## src/rtl/regfile_dump_reader.sv

```systemverilog
// Debug reader that walks the integer register file and streams each register
// out as an (index, value) pair over a valid/ready port.
module regfile_dump_reader #(
    parameter int N        = 64,
    parameter int NUM_REGS = 32,
    parameter int ADDR_W   = 5
) (
    input  logic              clk,
    input  logic              reset,
    input  logic              start,
    output logic [ADDR_W-1:0] rf_addr,
    input  logic [N-1:0]      rf_data,
    output logic              out_valid,
    input  logic              out_ready,
    output logic [ADDR_W-1:0] out_index,
    output logic [N-1:0]      out_data,
    output logic              busy,
    output logic              done
);

    typedef enum logic [2:0] {
        S_IDLE,
        S_REQ,
        S_CAP,
        S_SEND,
        S_DONE
    } state_t;

    localparam logic [ADDR_W-1:0] LAST_IDX = ADDR_W'(NUM_REGS - 1);

    state_t            r_state;
    state_t            w_next;
    logic [ADDR_W-1:0] r_idx;
    logic [ADDR_W-1:0] r_rf_addr;
    logic [ADDR_W-1:0] r_out_index;
    logic [N-1:0]      r_out_data;
    logic              r_out_valid;
    logic              w_fire;
    logic              w_last;

    assign w_fire = r_out_valid & out_ready;
    assign w_last = (r_idx == LAST_IDX);

    // NOTE: every variable gets a default before the case so no path leaves it
    // unassigned, which would otherwise infer a latch.
    always_comb begin
        w_next = r_state;
        case (r_state)
            S_IDLE:  if (start) w_next = S_REQ;
            S_REQ:   w_next = S_CAP;
            S_CAP:   w_next = S_SEND;
            S_SEND:  if (w_fire) w_next = w_last ? S_DONE : S_REQ;
            S_DONE:  w_next = S_IDLE;
            default: w_next = S_IDLE;
        endcase
    end

    // NOTE: sequential state uses non-blocking assignments so every register
    // samples the pre-edge values regardless of statement order.
    always_ff @(posedge clk) begin
        if (reset) r_state <= S_IDLE;
        else       r_state <= w_next;
    end

    // The read address is loaded on entry to REQ, so it is stable for the
    // whole REQ cycle and rf_data is ready in CAP.
    always_ff @(posedge clk) begin
        if (reset) begin
            r_idx       <= '0;
            r_rf_addr   <= '0;
            r_out_index <= '0;
            r_out_data  <= '0;
            r_out_valid <= 1'b0;
        end else begin
            case (r_state)
                S_IDLE: begin
                    if (start) begin
                        r_idx     <= '0;
                        r_rf_addr <= '0;
                    end
                end
                S_CAP: begin
                    r_out_data  <= rf_data;
                    r_out_index <= r_idx;
                    r_out_valid <= 1'b1;
                end
                S_SEND: begin
                    if (w_fire) begin
                        r_out_valid <= 1'b0;
                        if (!w_last) begin
                            r_idx     <= r_idx + ADDR_W'(1);
                            r_rf_addr <= r_idx + ADDR_W'(1);
                        end
                    end
                end
                default: ;
            endcase
        end
    end

    assign rf_addr   = r_rf_addr;
    assign out_valid = r_out_valid;
    assign out_index = r_out_index;
    assign out_data  = r_out_data;
    assign busy      = (r_state != S_IDLE);
    assign done      = (r_state == S_DONE);

endmodule

```

## config.mk

```make
export PLATFORM = sky130hd
export DESIGN_NAME = regfile_dump_reader
export DESIGN_NICKNAME = d
export VERILOG_FILES = /design/src/rtl/regfile_dump_reader.sv
export SDC_FILE = /design/constraint.sdc
export NUM_CORES = 1
export LEC_CHECK = 0
export CAP_MARGIN = 40
export CELL_PAD_IN_SITES_DETAIL_PLACEMENT = 1
export CELL_PAD_IN_SITES_GLOBAL_PLACEMENT = 1
export CORE_MARGIN = 2
export CORE_UTILIZATION = 28
export CTS_BUF_LIST = sky130_fd_sc_hd__clkbuf_4 sky130_fd_sc_hd__clkbuf_8 sky130_fd_sc_hd__clkbuf_16
export DETAILED_ROUTE_END_ITERATION = 12
export GPL_TIMING_DRIVEN = 0
export PLACE_DENSITY = 0.86
export SLEW_MARGIN = 30
export SYNTH_ARGS = -nofsm -noshare
export SYNTH_HDL_FRONTEND = slang
export SYNTH_SLANG_ARGS = --single-unit
```

## constraint.sdc

```tcl
create_clock -name clk -period 2.13 [get_ports clk]
set_input_delay 0.426 -clock clk [delete_from_list [all_inputs] [get_ports clk]]
set_output_delay 0.426 -clock clk [all_outputs]
set_load 0.05 [all_outputs]
```

==> summary.md <==
| Metric | Value |
|---|---|
| Max-slew violations | `0` |
| Mean instance size in the synthesized netlist | `8.09 sq um` |
| Synth-to-layout area growth | `63.7%` |
| Most frequently used cell type in the post-synthesis netlist | `nand2_1` |
| Number of clock sinks seen by CTS | `78` |
| Sequential element share of the synthesized area | `54.2%` |
| Pre-CTS worst setup slack | `-140 ps` |
| Cell-by-cell listing of the critical path | `clkdlybuf4s50_1` |
| Post-detailed-route count of antenna-violating nets | `0` |
| Hold-fix buffer count after cts | `0` |
| CP Launch Type | `register` |
| Share of post-route cells with drive strength above 1 | `7.00%` |
| Prevailing post-synth register cell | `dfxtp_1` |
| Total buffers and inverters traversed by the critical path | `1` |
| Maximum number of pins on one net before global-route repair | `13` |
| Share of the synthesized area in the top cell type | `54.2%` |
| H-tree depth | `3` |
| Initial drt markers | `67` |
| Highest-delay cell along the critical path | `clkdlybuf4s50_1` |
| Unrepaired setup endpoints after global routing | `false` |
| Routed metal-1 wirelength | `3910 um` |
| Critical path origin | `rf_addr[3]$_SDFFE_PP0P_` |
| Clock insertion delay at the later pin of the skew report | `340 ps` |
| Final Net Count | `581` |
| Worst EP required | `1700 ps` |
| Detailed placement HPWL | `7000 um` |
| Worst hold path startpoint | `out_data[8]$_SDFFE_PP0P_` |
| Final-report hold violation count | `0` |
| Post-synth EDFFs | `0` |
| Startpoint of the worst-slack reg-to-reg timing path | `rf_addr[0]$_SDFFE_PP0P_` |
| Std-Cell Core Area | `0.0101 sq mm` |
| Routed via count | `2937` |
| Worst-path clk slew | `80 ps` |
| Worst Setup End Kind | `output pin` |
| Max Buffers Root-to-Sink | `2` |
| Top routing layer in use | `met4` |
| Max capacitance violation total | `0` |
| Dominant cell type by area after synthesis | `dfxtp_1` |
| DR DRC count | `0` |
| Number of rows created at floorplan | `37` |
| Die W | `105 um` |
| R2R Setup Slk | `160 ps` |
| Antenna cells | `0` |
| Synthesized netlist net count | `426` |
| Fraction of synthesis flops using an asynchronous set or reset pin | `0%` |
| Crit path setup slack, layout | `74.6 ps` |
| Arr. time, crit path | `1630 ps` |
| First-pass GRT wire length | `15100 um` |
| Relative slew slack | `62.0%` |
| Top Family by Delay on Critical Path | `buffers and inverters` |
| Vertical die dimension | `105 um` |
| Floorplan die area | `0.0111 sq mm` |
| Top cell types by occurrence after synthesis | `142 x nand2_1, 78 x dfxtp_1, 70 x a21oi_1, 14 x buf_2, 9 x clkbuf_1` |
| IR drop worst, VDD | `0.000410 V` |
| Final period util | `96.5%` |
| Number of storage elements in the synthesis netlist | `78` |
| Non-filler instance count after layout | `650` |
| GR Util All Layers | `16.7%` |
| Run status | `completed` |
| Leak Pwr | `0.00171 uW` |
| Setup fix buffers added after clock tree synthesis | `0` |
| Via count of the first global-routing pass | `3175` |
| Count of warnings emitted by yosys | `0` |
| Sum of met2 wire segment lengths after detailed routing | `4450 um` |
| Hold Path Class | `reg -> reg` |
| Average wire length per cell after detail routing | `14.1 um` |
| Worst-case clock skew | `7.66 ps` |
| Final setup fails | `0` |
| Aggregate routed wire length | `9180 um` |
| Detailed-routed wire length on met3 | `668 um` |
| TritonCTS buffer count | `9` |
| Pre-Repair DR Iteration Count | `4` |
| Number of top-level pins | `145` |
| Cell area after technology mapping | `0.00288 sq mm` |
| Tmin final | `2060 ps` |
| Ratio of total power to cell area | `784 mW/mm^2` |
| Global placement routability congestion | `0.769` |
| Cell chosen for the clock root | `clkbuf_8` |
| Achievable Freq | `487 MHz` |
| Library cells used by synthesis | `31` |
| TritonCTS clock tree | `built` |
| Vias per Instance | `4.52` |
| Top cells by area, synth | `dfxtp_1 54%, nand2_1 18%, a21oi_1 12%, buf_2 2.4%, clkbuf_1 1.2%` |
| Critical path type | `reg -> out` |
| Actual transition at the worst max-transition pin | `567 ps` |
| Grt total ovfl | `0` |
| Number of standard cells after synthesis | `356` |
| Count of buffers from port buffering | `144` |
| Critical path's largest stage delay | `840 ps` |
| Worst-path maximum fanout | `6` |
| DP Cell Count | `636` |
| Initial antenna violation count | `0` |
| Starting density of the core | `28.4%` |
## cells in the final DEF (no fill, tap or decap), types with 2 or more instances in the layout
| master | synthesis | final |
|---|---|---|
| bufinv_16 | 0 | 3 |
| and3_1 | 3 | 3 |
| nand2_1 | 142 | 142 |
| nor2_1 | 4 | 4 |
| buf_2 | 14 | 14 |
| nand3b_1 | 3 | 3 |
| or3b_1 | 2 | 2 |
| buf_6 | 3 | 3 |
| nor3b_1 | 2 | 2 |
| nand3_1 | 4 | 4 |
| clkdlybuf4s50_1 | 0 | 141 |
| a21oi_1 | 70 | 70 |
| inv_1 | 2 | 2 |
| clkbuf_1 | 9 | 9 |
| dfxtp_1 | 78 | 78 |
| ha_1 | 2 | 2 |
| clkbuf_8 | 0 | 9 |
| mux2i_1 | 2 | 2 |
## worst paths after layout
kind,cells past startpoint,end
setup reg to reg,6,rf_addr[1]$_SDFFE_PP0P_
setup / recovery,1,rf_addr[3]
hold reg to reg,2,out_data[8]$_SDFFE_PP0P_
hold / removal,2,out_data[8]$_SDFFE_PP0P_
## metal layers
metal  vias up  GRT usage [%]
met1      1340           19.8
met2       104           28.7
met4         0           5.81
li1       1479              -
met5         -              0
met3        14           4.89
## metrics by stage
step | setup TNS [ps] | cell area (sq um) | utilization (%) | hold WS (ps) | power, uW
floorplan | 0 | 2880 | - | 516 | 2100
global placement | -3240 | 4490 | 44.3 | 441 | 2440
global route | 0 | 4720 | 46.5 | 479 | 3880
detailed placement | -6890 | 4490 | 44.3 | 448 | 2460
CTS | 0 | 4720 | 46.6 | 459 | 3760
finish | 0 | 4720 | 46.5 | 454 | 3700
## cells by family after synthesis
kind of cell,share of synthesized area [%]
simple gates,25.0
mux,0.695
fa+ha+maj,0.868
buf+inv,5.04
compound gates,14.2
flops,54.2
## flip-flops by register name, summed over array words and instances, names as in the netlist
| signal | flops |
|---|---|
| out_data | 64 |
| r_state | 3 |
| out_valid | 1 |
| rf_addr | 5 |
| out_index | 5 |
## power by group
part | switching [uW] | internal [uW] | leakage (uW)
logic | 511 | 323 | 0.000963
registers | 41.6 | 1540 | 0.000635
clock network | 510 | 779 | 0.000112
total | 1060 | 2640 | 0.00171
## timing repair
| action | in CTS | in global routing |
|---|---|---|
| gates resized for setup | 2 | 3 |
| setup endpoints to repair | 2 | 2 |
| pin swaps | 0 | 0 |
## cell type report
cell class	count	area (sq um)
buffer	26	138
timing repair buffer	144	1440
clock buffer	10	131
sequential	78	1560
multi-input combinational	250	1170
fill	1202	5420
clock inverter	4	97.6
inverter	2	7.51
tap	136	170
No activity file was read; power rests on OpenSTA's default activity.
